File: config.mk
export PLATFORM = sky130hd
export DESIGN_NAME = parity_frame_rx
export DESIGN_NICKNAME = d
export VERILOG_FILES = /design/src/rtl/parity_frame_rx.sv
export SDC_FILE = /design/constraint.sdc
export NUM_CORES = 1
export LEC_CHECK = 0
export CAP_MARGIN = 20
export CORE_MARGIN = 2
export CORE_UTILIZATION = 45
export DETAILED_ROUTE_END_ITERATION = 7
export HOLD_SLACK_MARGIN = 0.1
export PLACE_DENSITY = 0.71
export SETUP_SLACK_MARGIN = 0.15
export SYNTH_ARGS = -nofsm -noshare
export SYNTH_HDL_FRONTEND = slang
export SYNTH_SLANG_ARGS = --single-unit
File: constraint.sdc
create_clock -name clk -period 2.9 [get_ports clk]
set_input_delay 0.58 -clock clk [delete_from_list [all_inputs] [get_ports clk]]
set_output_delay 0.58 -clock clk [all_outputs]
set_load 0.005 [all_outputs]
File: src/rtl/parity_frame_rx.sv
// parity_frame_rx
//   Serial receiver for 11-bit parity-protected frames on a single-wire link.
//   The frame is sent LSB first: start(0), d[0..7], parity, stop(1).
//   The block recovers the byte and re-checks its parity (even or odd).
//
// Ports
//   clk        system clock; all logic runs on the rising edge
//   rst        synchronous reset, active high
//   rx         asynchronous serial input; the line idles high
//   data_out   last received byte
//   valid      one-cycle pulse when a frame completes
//   parity_err parity mismatch on the last frame (held until the next valid)
//   frame_err  stop bit sampled low on the last frame (held until the next valid)
//   err_count  number of errored frames; saturates at 8'hFF
//   busy       high while the receiver is not idle
module parity_frame_rx #(
    parameter int CLKS_PER_BIT = 16,
    parameter bit PARITY_ODD   = 1'b0
) (
    input  logic       clk,
    input  logic       rst,
    input  logic       rx,
    output logic [7:0] data_out,
    output logic       valid,
    output logic       parity_err,
    output logic       frame_err,
    output logic [7:0] err_count,
    output logic       busy
);

    localparam int CNT_W = $clog2(CLKS_PER_BIT);
    localparam logic [CNT_W-1:0] HALF_M1 = CNT_W'(CLKS_PER_BIT / 2 - 1);
    localparam logic [CNT_W-1:0] FULL_M1 = CNT_W'(CLKS_PER_BIT - 1);

    typedef enum logic [2:0] {
        S_IDLE,
        S_START,
        S_DATA,
        S_PARITY,
        S_STOP
    } state_t;

    state_t           state_q, state_d;
    logic             sync1_q, sync1_d;
    logic             rx_s_q, rx_s_d;
    logic [CNT_W-1:0] cnt_q, cnt_d;
    logic [2:0]       idx_q, idx_d;
    logic [7:0]       shift_q, shift_d;
    logic             par_q, par_d;
    logic [7:0]       data_out_q, data_out_d;
    logic             valid_q, valid_d;
    logic             perr_q, perr_d;
    logic             ferr_q, ferr_d;
    logic [7:0]       errc_q, errc_d;

    always_comb begin
        state_d    = state_q;
        sync1_d    = rx;
        rx_s_d     = sync1_q;
        cnt_d      = cnt_q;
        idx_d      = idx_q;
        shift_d    = shift_q;
        par_d      = par_q;
        data_out_d = data_out_q;
        valid_d    = 1'b0;
        perr_d     = perr_q;
        ferr_d     = ferr_q;
        errc_d     = errc_q;

        case (state_q)
            S_IDLE: begin
                cnt_d = '0;
                if (!rx_s_q) state_d = S_START;
            end
            S_START: begin
                // Re-check the line at mid start bit so short glitches are rejected.
                if (cnt_q == HALF_M1) begin
                    cnt_d   = '0;
                    idx_d   = 3'd0;
                    state_d = rx_s_q ? S_IDLE : S_DATA;
                end else begin
                    cnt_d = cnt_q + CNT_W'(1);
                end
            end
            S_DATA: begin
                if (cnt_q == FULL_M1) begin
                    cnt_d          = '0;
                    shift_d[idx_q] = rx_s_q;
                    idx_d          = idx_q + 3'd1;
                    if (idx_q == 3'd7) state_d = S_PARITY;
                end else begin
                    cnt_d = cnt_q + CNT_W'(1);
                end
            end
            S_PARITY: begin
                if (cnt_q == FULL_M1) begin
                    cnt_d   = '0;
                    par_d   = rx_s_q;
                    state_d = S_STOP;
                end else begin
                    cnt_d = cnt_q + CNT_W'(1);
                end
            end
            S_STOP: begin
                // Leaving at mid-stop lets a back-to-back start bit be caught in IDLE.
                if (cnt_q == FULL_M1) begin
                    cnt_d      = '0;
                    data_out_d = shift_q;
                    perr_d     = par_q != (^shift_q ^ PARITY_ODD);
                    ferr_d     = !rx_s_q;
                    valid_d    = 1'b1;
                    if ((perr_d || ferr_d) && errc_q != 8'hFF) errc_d = errc_q + 8'd1;
                    state_d    = S_IDLE;
                end else begin
                    cnt_d = cnt_q + CNT_W'(1);
                end
            end
            default: state_d = S_IDLE;
        endcase
    end

    always_ff @(posedge clk) begin
        if (rst) begin
            state_q    <= S_IDLE;
            sync1_q    <= 1'b1;
            rx_s_q     <= 1'b1;
            cnt_q      <= '0;
            idx_q      <= 3'd0;
            shift_q    <= 8'h00;
            par_q      <= 1'b0;
            data_out_q <= 8'h00;
            valid_q    <= 1'b0;
            perr_q     <= 1'b0;
            ferr_q     <= 1'b0;
            errc_q     <= 8'h00;
        end else begin
            state_q    <= state_d;
            sync1_q    <= sync1_d;
            rx_s_q     <= rx_s_d;
            cnt_q      <= cnt_d;
            idx_q      <= idx_d;
            shift_q    <= shift_d;
            par_q      <= par_d;
            data_out_q <= data_out_d;
            valid_q    <= valid_d;
            perr_q     <= perr_d;
            ferr_q     <= ferr_d;
            errc_q     <= errc_d;
        end
    end

    assign data_out   = data_out_q;
    assign valid      = valid_q;
    assign parity_err = perr_q;
    assign frame_err  = ferr_q;
    assign err_count  = errc_q;
    assign busy       = (state_q != S_IDLE);

endmodule

==> results of run 1 <==
[logic make-up (layout without fill, tap and decap cells)]
kind of cell / count (synthesis) / count (layout) / share of synthesized area
simple gates: 93 / 93 / 0.255
flops: 40 / 40 / 0.419
compound gates: 30 / 30 / 0.0982
mux: 24 / 24 / 0.128
buf+inv: 14 / 35 / 0.0308
xor+xnor: 6 / 6 / 0.0426
fa+ha+maj: 4 / 4 / 0.0262
[critical path: cells and delay by family, from the launching register on]
kind	cells	cell delay, ps
buffers and inverters	2	610
AND/OR/NAND/NOR	1	390
flip-flops	1	470
[metal layers]
| metal | wire length, um | up-vias |
|---|---|---|
| met2 | 1540 | 17 |
| met1 | 1810 | 704 |
| met3 | 134 | 7 |
| met4 | 64 | 0 |
| met5 | 0 | - |
| li1 | - | 788 |
[power groups by stage]
stage	Sequential (mW)	Clock, mW	Combinational [mW]
finish	0.584	0.441	0.124
detailed placement	0.597	0	0.125
global placement	0.597	0	0.122
global route	0.587	0.482	0.146
floorplan	0.580	0	0.110
CTS	0.584	0.460	0.125
[how the worst max path moves through the flow]
stage | from | to | cells after the start
after floorplan | shift_q[2] | err_count[2] | 6
after global placement | shift_q[2] | err_count[0] | 5
after detailed placement | shift_q[2] | err_count[0] | 5
after CTS | state_q[2] | busy | 3
after global routing | state_q[2] | busy | 3
final | state_q[2] | busy | 3
[through the flow]
step	worst slack (ps)	utilization	area, um2	hold WS [ps]
6_report	566	0.559	2270	417
3_3_place_gp	703	0.533	2160	401
3_5_place_dp	622	0.533	2160	399
5_1_grt	349	0.559	2270	448
4_1_cts	548	0.559	2270	422
2_1_floorplan	1020	-	1910	389
[registers in the layout (all words and copies together) (netlist names)]
| signal | cells |
|---|---|
| shift_q | 8 |
| rx_s_q | 1 |
| par_q | 1 |
| err_count | 8 |
| cnt_q | 4 |
| frame_err | 1 |
| valid | 1 |
| rx_s_d | 1 |
| state_q | 3 |
| parity_err | 1 |
| data_out | 8 |
| idx_q | 3 |
[final cells by class]
cell class	count	area share
multi-input combinational	157	0.463
sequential	40	0.353
timing repair buffer	24	0.104
clock buffer	6	0.0320
tap	50	0.0276
clock inverter	2	0.0154
inverter	3	0.00496
[synthesized netlist by cell type, drive strengths merged (3+ instances only)]
| master | instances |
|---|---|
| mux2 | 3 |
| o31ai | 5 |
| o21ai | 3 |
| nor2b | 4 |
| nor2 | 32 |
| a21oi | 13 |
| nand3 | 10 |
| mux2i | 21 |
| or4 | 5 |
| nor3 | 3 |
| or2 | 4 |
| nand2 | 12 |
| and3 | 4 |
| nand3b | 3 |
| buf | 4 |
| nand2b | 5 |
| dfxtp | 40 |
| clkbuf | 7 |
| nor3b | 3 |
| ha | 4 |
==> impl_metrics.json, run 1 <==
{
  "crit_chain": "nor3_1 > clkinv_1 > clkdlybuf4s50_1",
  "reg2reg_slack_ps": 600,
  "drc_errors": 0,
  "drive_gt1_frac": 0.0733,
  "rows": 23,
  "crit_path_max_fanout": 17,
  "synth_warnings": 0,
  "io_buffers": 22,
  "cp.arrival_ps": 1750,
  "hold_viol": 0,
  "start_kind": "flop",
  "pwr-share-comb": 0.108,
  "cts_buffer_depth": 2,
  "dp_cells": 274,
  "syn_area_per_cell_um2": 9.05,
  "fin_crit_ps": 2330,
  "synth_cells": 211,
  "syn_to_final_growth_pct": 18.7,
  "synthArstFlopShare": 0,
  "grt_setup_unrepaired": "false",
  "worstMarginPinSlew_ps": 822,
  "chipWidth_um": 69.2,
  "finClkSkew_ps": 6.50,
  "synth_edf_count": 0,
  "initial_core_util": 0.471,
  "postRouteAntennaNets": 0,
  "critical_path_class": "reg -> out",
  "p_total_mw": 1.15,
  "p_int_uw": 876,
  "seq_area_um2": 801,
  "clkSinkCount": 40,
  "antennaDiodeCount": 0,
  "peakVddDrop_mv": 0.362,
  "die_h_um": 69.2,
  "netlist_area_um2": 1910,
  "min_to": "rx_s_q",
  "fill_cells": 373,
  "num_vias": 1516,
  "final-setup-viol-count": 0,
  "routed_via_density": 5.38,
  "grt_max_degree": 25,
  "die_area_um2": 4780,
  "synthFlopType": "dfxtp_1",
  "cts-resized-gates": 0,
  "swShare": 0.238,
  "use_met2": 0.246,
  "powerDensity_nw_per_um2": 507,
  "critical-path-slowest-cell": "dfxtp_1",
  "status": "finished, final reports clean",
  "track_usage": 0.162,
  "dp_hpwl_um": 2440,
  "maxSlewViolCount": 0,
  "antenna_found_initial": 0,
  "final_common_cell": "dfxtp_1",
  "cts.reportedPaths.clkPinSlew_ps": 70,
  "reg2reg_from": "shift_q[2]",
  "worstSkewPairLatency_ps": 290,
  "core_area_um2": 4060,
  "overflow": 0,
  "drt_iter0_markers": 97,
  "finalNonFillerCells": 282,
  "grt_pass1_wl_um": 6380,
  "p_leak_nw": 0.962,
  "cts-buffers-inserted": 5,
  "hp-start": "rx_s_d",
  "synthTopCellsByArea": "dfxtp_1 42%, mux2i_1 11%, nor2_1 6.3%, a21oi_1 3.4%, ha_1 2.6%",
  "tns_ps": 0,
  "use_met3": 0.0439,
  "cts_tree": "yes",
  "switching_power_uw": 273,
  "synth_top_cell_by_area": "dfxtp_1",
  "power.share.clock": 0.384,
  "maxCapViolCount": 0,
  "synth_cell_types": 46,
  "synthesis.nets": 218,
  "fin_crit_sh": 0.805,
  "yosys.area.top_type_share": 0.419,
  "multi_input_area_um2": 1050,
  "crit_required_ps": 2320,
  "clock.fmax_mhz": 428,
  "holdPathStages": 1,
  "min_path_type": "reg -> reg",
  "io_pins": 23,
  "busiest_layer": "met2",
  "cpPeakStageDelay_ps": 470,
  "p_seq_frac": 0.509,
  "root_buffer": "clkbuf_8",
  "end_kind": "primary output",
  "h-tree-depth": 2,
  "ys_seq_area_frac": 0.419,
  "cts_setup_buffers": 0,
  "ys_ff_latch": 40,
  "wl_per_cell_um": 12.6,
  "place_congestion": 0.761,
  "relSlewSlack": 0.436,
  "r2r_cells": 5,
  "layout_common_cells": "40 x dfxtp_1, 32 x nor2_1, 22 x clkdlybuf4s50_1",
  "ctsHoldBuffers": 0,
  "grt_use_met1": 0.217,
  "drt_pre_antenna_iters": 4,
  "route.final.wire_length_um": 3550,
  "timing.rr.end": "err_count[0]",
  "grt_pass1_vias": 1375,
  "num-nets-final": 238
}
No activity file was read; power rests on OpenSTA's default activity.
==> run 2: changes to the inputs <==
==> constraint.sdc (replaced) <==
create_clock -name clk -period 2.2 [get_ports clk]
set_input_delay 0.44 -clock clk [delete_from_list [all_inputs] [get_ports clk]]
set_output_delay 0.44 -clock clk [all_outputs]
set_load 0.005 [all_outputs]
==> run 2 against run 1 <==
Against the previous run: clock-buffer cell count is the same; routed wire length grew 7.8%; register-to-register slack lost 400 ps; utilization up 2.9 points; clock power increased by 35%; final cell count grew 3.2%; critical endpoint is now err_count[5]; final area up 5.2%; first-iteration DRC count decreased by 22%; global-route usage up 0.77 points; power grew 35%.
==> impl_metrics.json, run 2 (synthesis gave the netlist of run 1 again) <==
{
  "status": "finished, final reports clean",
  "dp_hpwl_um": 2480,
  "antennaDiodeCount": 0,
  "die_h_um": 69.2,
  "drc_errors": 0,
  "seq_area_um2": 807,
  "fill_cells": 362,
  "cp.arrival_ps": 2230,
  "antenna_found_initial": 0,
  "grt_max_degree": 18,
  "overflow": 0,
  "drt_iter0_markers": 76,
  "cpPeakStageDelay_ps": 530,
  "num-nets-final": 247,
  "routed_via_density": 5.42,
  "critical_path_class": "reg -> reg",
  "track_usage": 0.169,
  "critical-path-slowest-cell": "or4_1",
  "worstSkewPairLatency_ps": 290,
  "powerDensity_nw_per_um2": 648,
  "hold_viol": 0,
  "rows": 23,
  "multi_input_area_um2": 1100,
  "final_area_um2": 2390,
  "postRouteAntennaNets": 0,
  "grt_pass1_wl_um": 6650,
  "root_buffer": "clkbuf_8",
  "core_area_um2": 4060,
  "cts-buffers-inserted": 5,
  "cts.reportedPaths.clkPinSlew_ps": 80,
  "crit_path_max_fanout": 5,
  "min_path_type": "reg -> reg",
  "crit_family": "XOR/XNOR gates",
  "grt_pass1_vias": 1451,
  "worstMarginPinSlew_ps": 563,
  "chipWidth_um": 69.2,
  "layout_common_cells": "35 x dfxtp_1, 32 x nor2_1, 22 x clkdlybuf4s50_1",
  "maxSlewViolCount": 0,
  "tns_ps": 0,
  "finClkSkew_ps": 5.48,
  "clkSinkCount": 40,
  "final-setup-viol-count": 0,
  "route.final.wire_length_um": 3830,
  "fin_crit_ps": 2000,
  "io_pins": 23,
  "relSlewSlack": 0.624,
  "maxCapViolCount": 0,
  "cts_tree": "yes",
  "place_congestion": 0.770,
  "holdPathStages": 1,
  "end_kind": "flop",
  "drt_pre_antenna_iters": 4,
  "wl_per_cell_um": 13.1,
  "initial_core_util": 0.471,
  "r2r_cells": 5,
  "h-tree-depth": 2,
  "p_leak_nw": 1.01,
  "num_vias": 1576,
  "start_kind": "flop",
  "dpl_cell_area_um2": 2210,
  "crit_cells": 5,
  "io_buffers": 22,
  "crit_chain": "xnor2_1 > xnor3_2 > mux2i_4 > or4_1 > a21oi_2",
  "peakVddDrop_mv": 0.409,
  "clock.fmax_mhz": 500,
  "fin_crit_sh": 0.908,
  "syn_to_final_growth_pct": 25.0,
  "cts_buffer_depth": 2,
  "final_common_cell": "dfxtp_1",
  "drive_gt1_frac": 0.149,
  "die_area_um2": 4780,
  "crit_required_ps": 2430,
  "grt_setup_unrepaired": "false",
  "cp_num_buf_inv": 0
}
run 2: changes by cell type in the layout (fill, tap and decap cells not counted), sizes merged:
| cell | delta |
|---|---|
| buf | +8 |
| mux2i | +1 |
run 2: power breakdown:
part	switching, mW	internal (mW)
clock	0.259	0.337
combinational	0.0893	0.0877
sequential	0.0342	0.740
run 2: path summary, 6_finish.rpt:
path	slack, ps	from	end
hold / removal	420	rx_s_d	rx_s_q
hold reg to reg	420	rx_s_d	rx_s_q
setup / recovery	200	shift_q[5]	err_count[5]
setup reg to reg	200	shift_q[5]	err_count[5]
run 2: layout make-up:
class	instances	area share
Sequential cell	40	0.338
Multi-Input combinational cell	158	0.462
Tap cell	50	0.0262
Timing Repair Buffer	32	0.124
Clock inverter	2	0.0147
Clock buffer	6	0.0304
Inverter	3	0.00472
run 2: stage by stage:
stage	setup WS, ps	instances	util	hold WS, ps	total power [mW]
detailed placement	48.2	281	0.545	407	0.954
CTS	148	289	0.574	420	1.56
floorplan	317	211	-	389	0.909
finish	202	291	0.588	420	1.55
global route	151	291	0.588	442	1.62
global placement	87.7	281	0.545	406	0.952
run 2: layer usage:
layer,global-route usage,share of wire,vias to the layer above
met4,0.0588,0.015,0
met5,0,0,-
met3,0.0526,0.047,7
met2,0.255,0.45,35
li1,-,-,808
met1,0.230,0.49,726
run 2: timing repair:
action	in CTS	in global routing
hold buffers	0	0
endpoints found under the setup margin	6	8
gates cloned	0	1
pin swaps	0	2
gates resized for setup	2	10
setup buffers	0	1
==> edit, RTL diff (flow settings as in run 1) <==
`shift_q` and `data_out_q` no longer have a reset.
--- a/src/rtl/parity_frame_rx.sv
+++ b/src/rtl/parity_frame_rx.sv
@@ -126,9 +126,7 @@
             rx_s_q     <= 1'b1;
             cnt_q      <= '0;
             idx_q      <= 3'd0;
-            shift_q    <= 8'h00;
             par_q      <= 1'b0;
-            data_out_q <= 8'h00;
             valid_q    <= 1'b0;
             perr_q     <= 1'b0;
             ferr_q     <= 1'b0;
@@ -139,14 +137,17 @@
             rx_s_q     <= rx_s_d;
             cnt_q      <= cnt_d;
             idx_q      <= idx_d;
-            shift_q    <= shift_d;
             par_q      <= par_d;
-            data_out_q <= data_out_d;
             valid_q    <= valid_d;
             perr_q     <= perr_d;
             ferr_q     <= ferr_d;
             errc_q     <= errc_d;
         end
+    end
+
+    always_ff @(posedge clk) begin
+        shift_q    <= shift_d;
+        data_out_q <= data_out_d;
     end
 
     assign data_out   = data_out_q;
Behaviour: same outputs for any inputs over 10 cycles, from zero or initial values and one cycle with rst high; that may be too few to reach the edited logic, so the function may still have changed.
==> edit against run 1 <==
Sequential cell count unchanged; via count decreased by 10%; setup slack improved by 0.054 ns; routed wire length decreased by 9.9%; die area decreased by 3.1%; area after synthesis decreased by 3.3%; final area decreased by 3.2%; critical path type is now reg -> reg; highest routed layer unchanged.
Power is not compared: it rests on default switching activity, and its combinational part moved more than twofold at a synthesized area within 25%.
==> edit: results (changes against run 1) <==
Global route
  – Number of global-route vias before repair: 1196 (-13%)
  – Total GRT Usage: 15.2% (-0.93 points)
  – Largest net degree at the start of global routing: 24 (-4.0%)
  – First-pass GRT wire length: 5260 um (-18%)
  – Initial antenna violation count: 0 (unchanged)

Critical path
  – Worst Setup End Kind: register
  – Crit path max fanout: 11 (-6)
  – Reg2reg end: err_count[4]
  – R2R setup slack: 0.62 ns (+0.02 ns)
  – Worst Path Arrival: 2.50 ns (+0.75 ns)
  – Crit path launch: cnt_q[0]
  – Worst reg2reg path depth: 6 (+1)

Route
  – Via count: 1362 (-10%)
  – Final wirelength: 3200 um (-9.9%)
  – Drt pass-1 iters: 4 (unchanged)
  – First DRT Iteration DRCs: 77 (-21%)
  – Wirelength per Cell: 12.5 um (-0.80%)

Place
  – Gpl congestion: 0.876 (+15%)
  – Port Buf Inserts: 22 (unchanged)
  – HPWL after DPL: 2280 um (-6.6%)
  – Placed Cells: 248 (-9.5%)
  – Placed cell area: 2080 um2 (-3.5%)

Synthesis
  – Top post-synthesis cells by area: dfxtp_1 26%, edfxtp_1 26%, nor2_1 4.9%
  – Syn. warnings: 0 (unchanged)
  – Fraction of registers with async set/reset: 0% (unchanged)
  – Post-synth net total: 191 (-12%)
  – Unique masters post-synth: 44 (-4.3%)
  – Commonest cells post-synth: 24 x dfxtp_1, 24 x nor2_1, 16 x a21oi_1, 16 x edfxtp_1, 15 x nand2_1
  – Sequential area share after synthesis: 52.0% (+10 points)
  – Post-synth EDFFs: 16 (+16)
  – Mean Syn Cell Area: 10.0 um2 (+11%)

Clock network
  – Post-CTS setup buffer count: 0 (unchanged)
  – Clock transition at path regs: 0.08 ns
  – Max H-tree Level: 2 (unchanged)
  – Maximum root-to-sink buffer count: 2 (unchanged)
  – Worst skew pair latency: 0.29 ns (about the same)
  – Clock Tree Root: clkbuf_8
  – Num CTS Buffers: 5 (unchanged)
  – Cts repair resizes: 0 (unchanged)

Min path
  – Hold depth: 1 (unchanged)
  – Worst hold path type: reg -> reg

STA
  – Setup TNS: 0 ns (unchanged)
  – Worst rel slew slack: 48.4% (+4.8 points)
  – Worst Clk Skew: 0.00531 ns (-0.00119 ns)

Layout
  – Layout net count: 212 (-11%)
  – Share of cells above drive strength 1: 10.2% (+2.9 points)
  – N_diodes: 0 (unchanged)

Pwr
  – Worst vdd ir: between 0.2 and 0.25 mV
  – LEAKAGE: ~0.75 nW

Run status
  – Outcome: complete, no violations
edit: per-layer routing:
metal  vias up  global-route usage, %  wire length, um  share of wire [%]
met5         -                      0                0                  0
met1       634                   18.8             1440                 45
li1        699                      -                -                  -
met3         2                   4.93              126                3.9
met4         0                   3.75               12               0.38
met2        27                   25.7             1620                 51
edit: cell families after synthesis:
family / synth area share, %
AND/OR/NAND/NOR: 20.6
flip-flops: 52.0
AO/OA/AOI/OAI: 12.5
buffers and inverters: 3.93
XOR/XNOR: 4.87
multiplexers: 3.45
adder cells (fa/ha/maj): 2.71
edit: how the worst min path moves through the flow:
stage	slack [ns]	startpoint	to
after global placement	0.39	rx_s_d	rx_s_q
final	0.41	rx_s_d	rx_s_q
after detailed placement	0.40	rx_s_d	rx_s_q
after floorplan	0.39	rx_s_d	rx_s_q
after global routing	0.44	rx_s_d	rx_s_q
after CTS	0.41	rx_s_d	rx_s_q
edit: area by class of cell:
| class | count | area [um2] |
|---|---|---|
| inverters | 5 | 18.8 |
| well taps | 50 | 62.6 |
| repair buffers | 23 | 228 |
| multi-input cells | 130 | 815 |
| clock inverters | 3 | 42.5 |
| clock buffers | 5 | 68.8 |
| fillers | 349 | 1780 |
| flip-flops and latches | 40 | 961 |
edit: per-stage QoR:
stage	utilization [%]	setup WS [ns]
finish	55.3	0.620
floorplan	-	0.941
CTS	55.3	0.617
global placement	52.5	0.735
global route	55.3	0.452
detailed placement	52.5	0.670
edit: power breakdown:
part	leakage, nW	switching, W	internal [W]
Sequential	0.336	0.00000435	0.000583
Combinational	0.358	0.0000149	0.0000123
Clock	0.0541	0.000187	0.000254
Total	0.748	0.000206	0.000850
edit: critical path, cell delays in order (launching register included):
cell and delay (ns):
dfxtp_1 0.40, ha_1 0.21, and2_1 0.23, nand4_1 0.26, o21bai_1 0.41, or4_1 0.54, a21oi_1 0.18
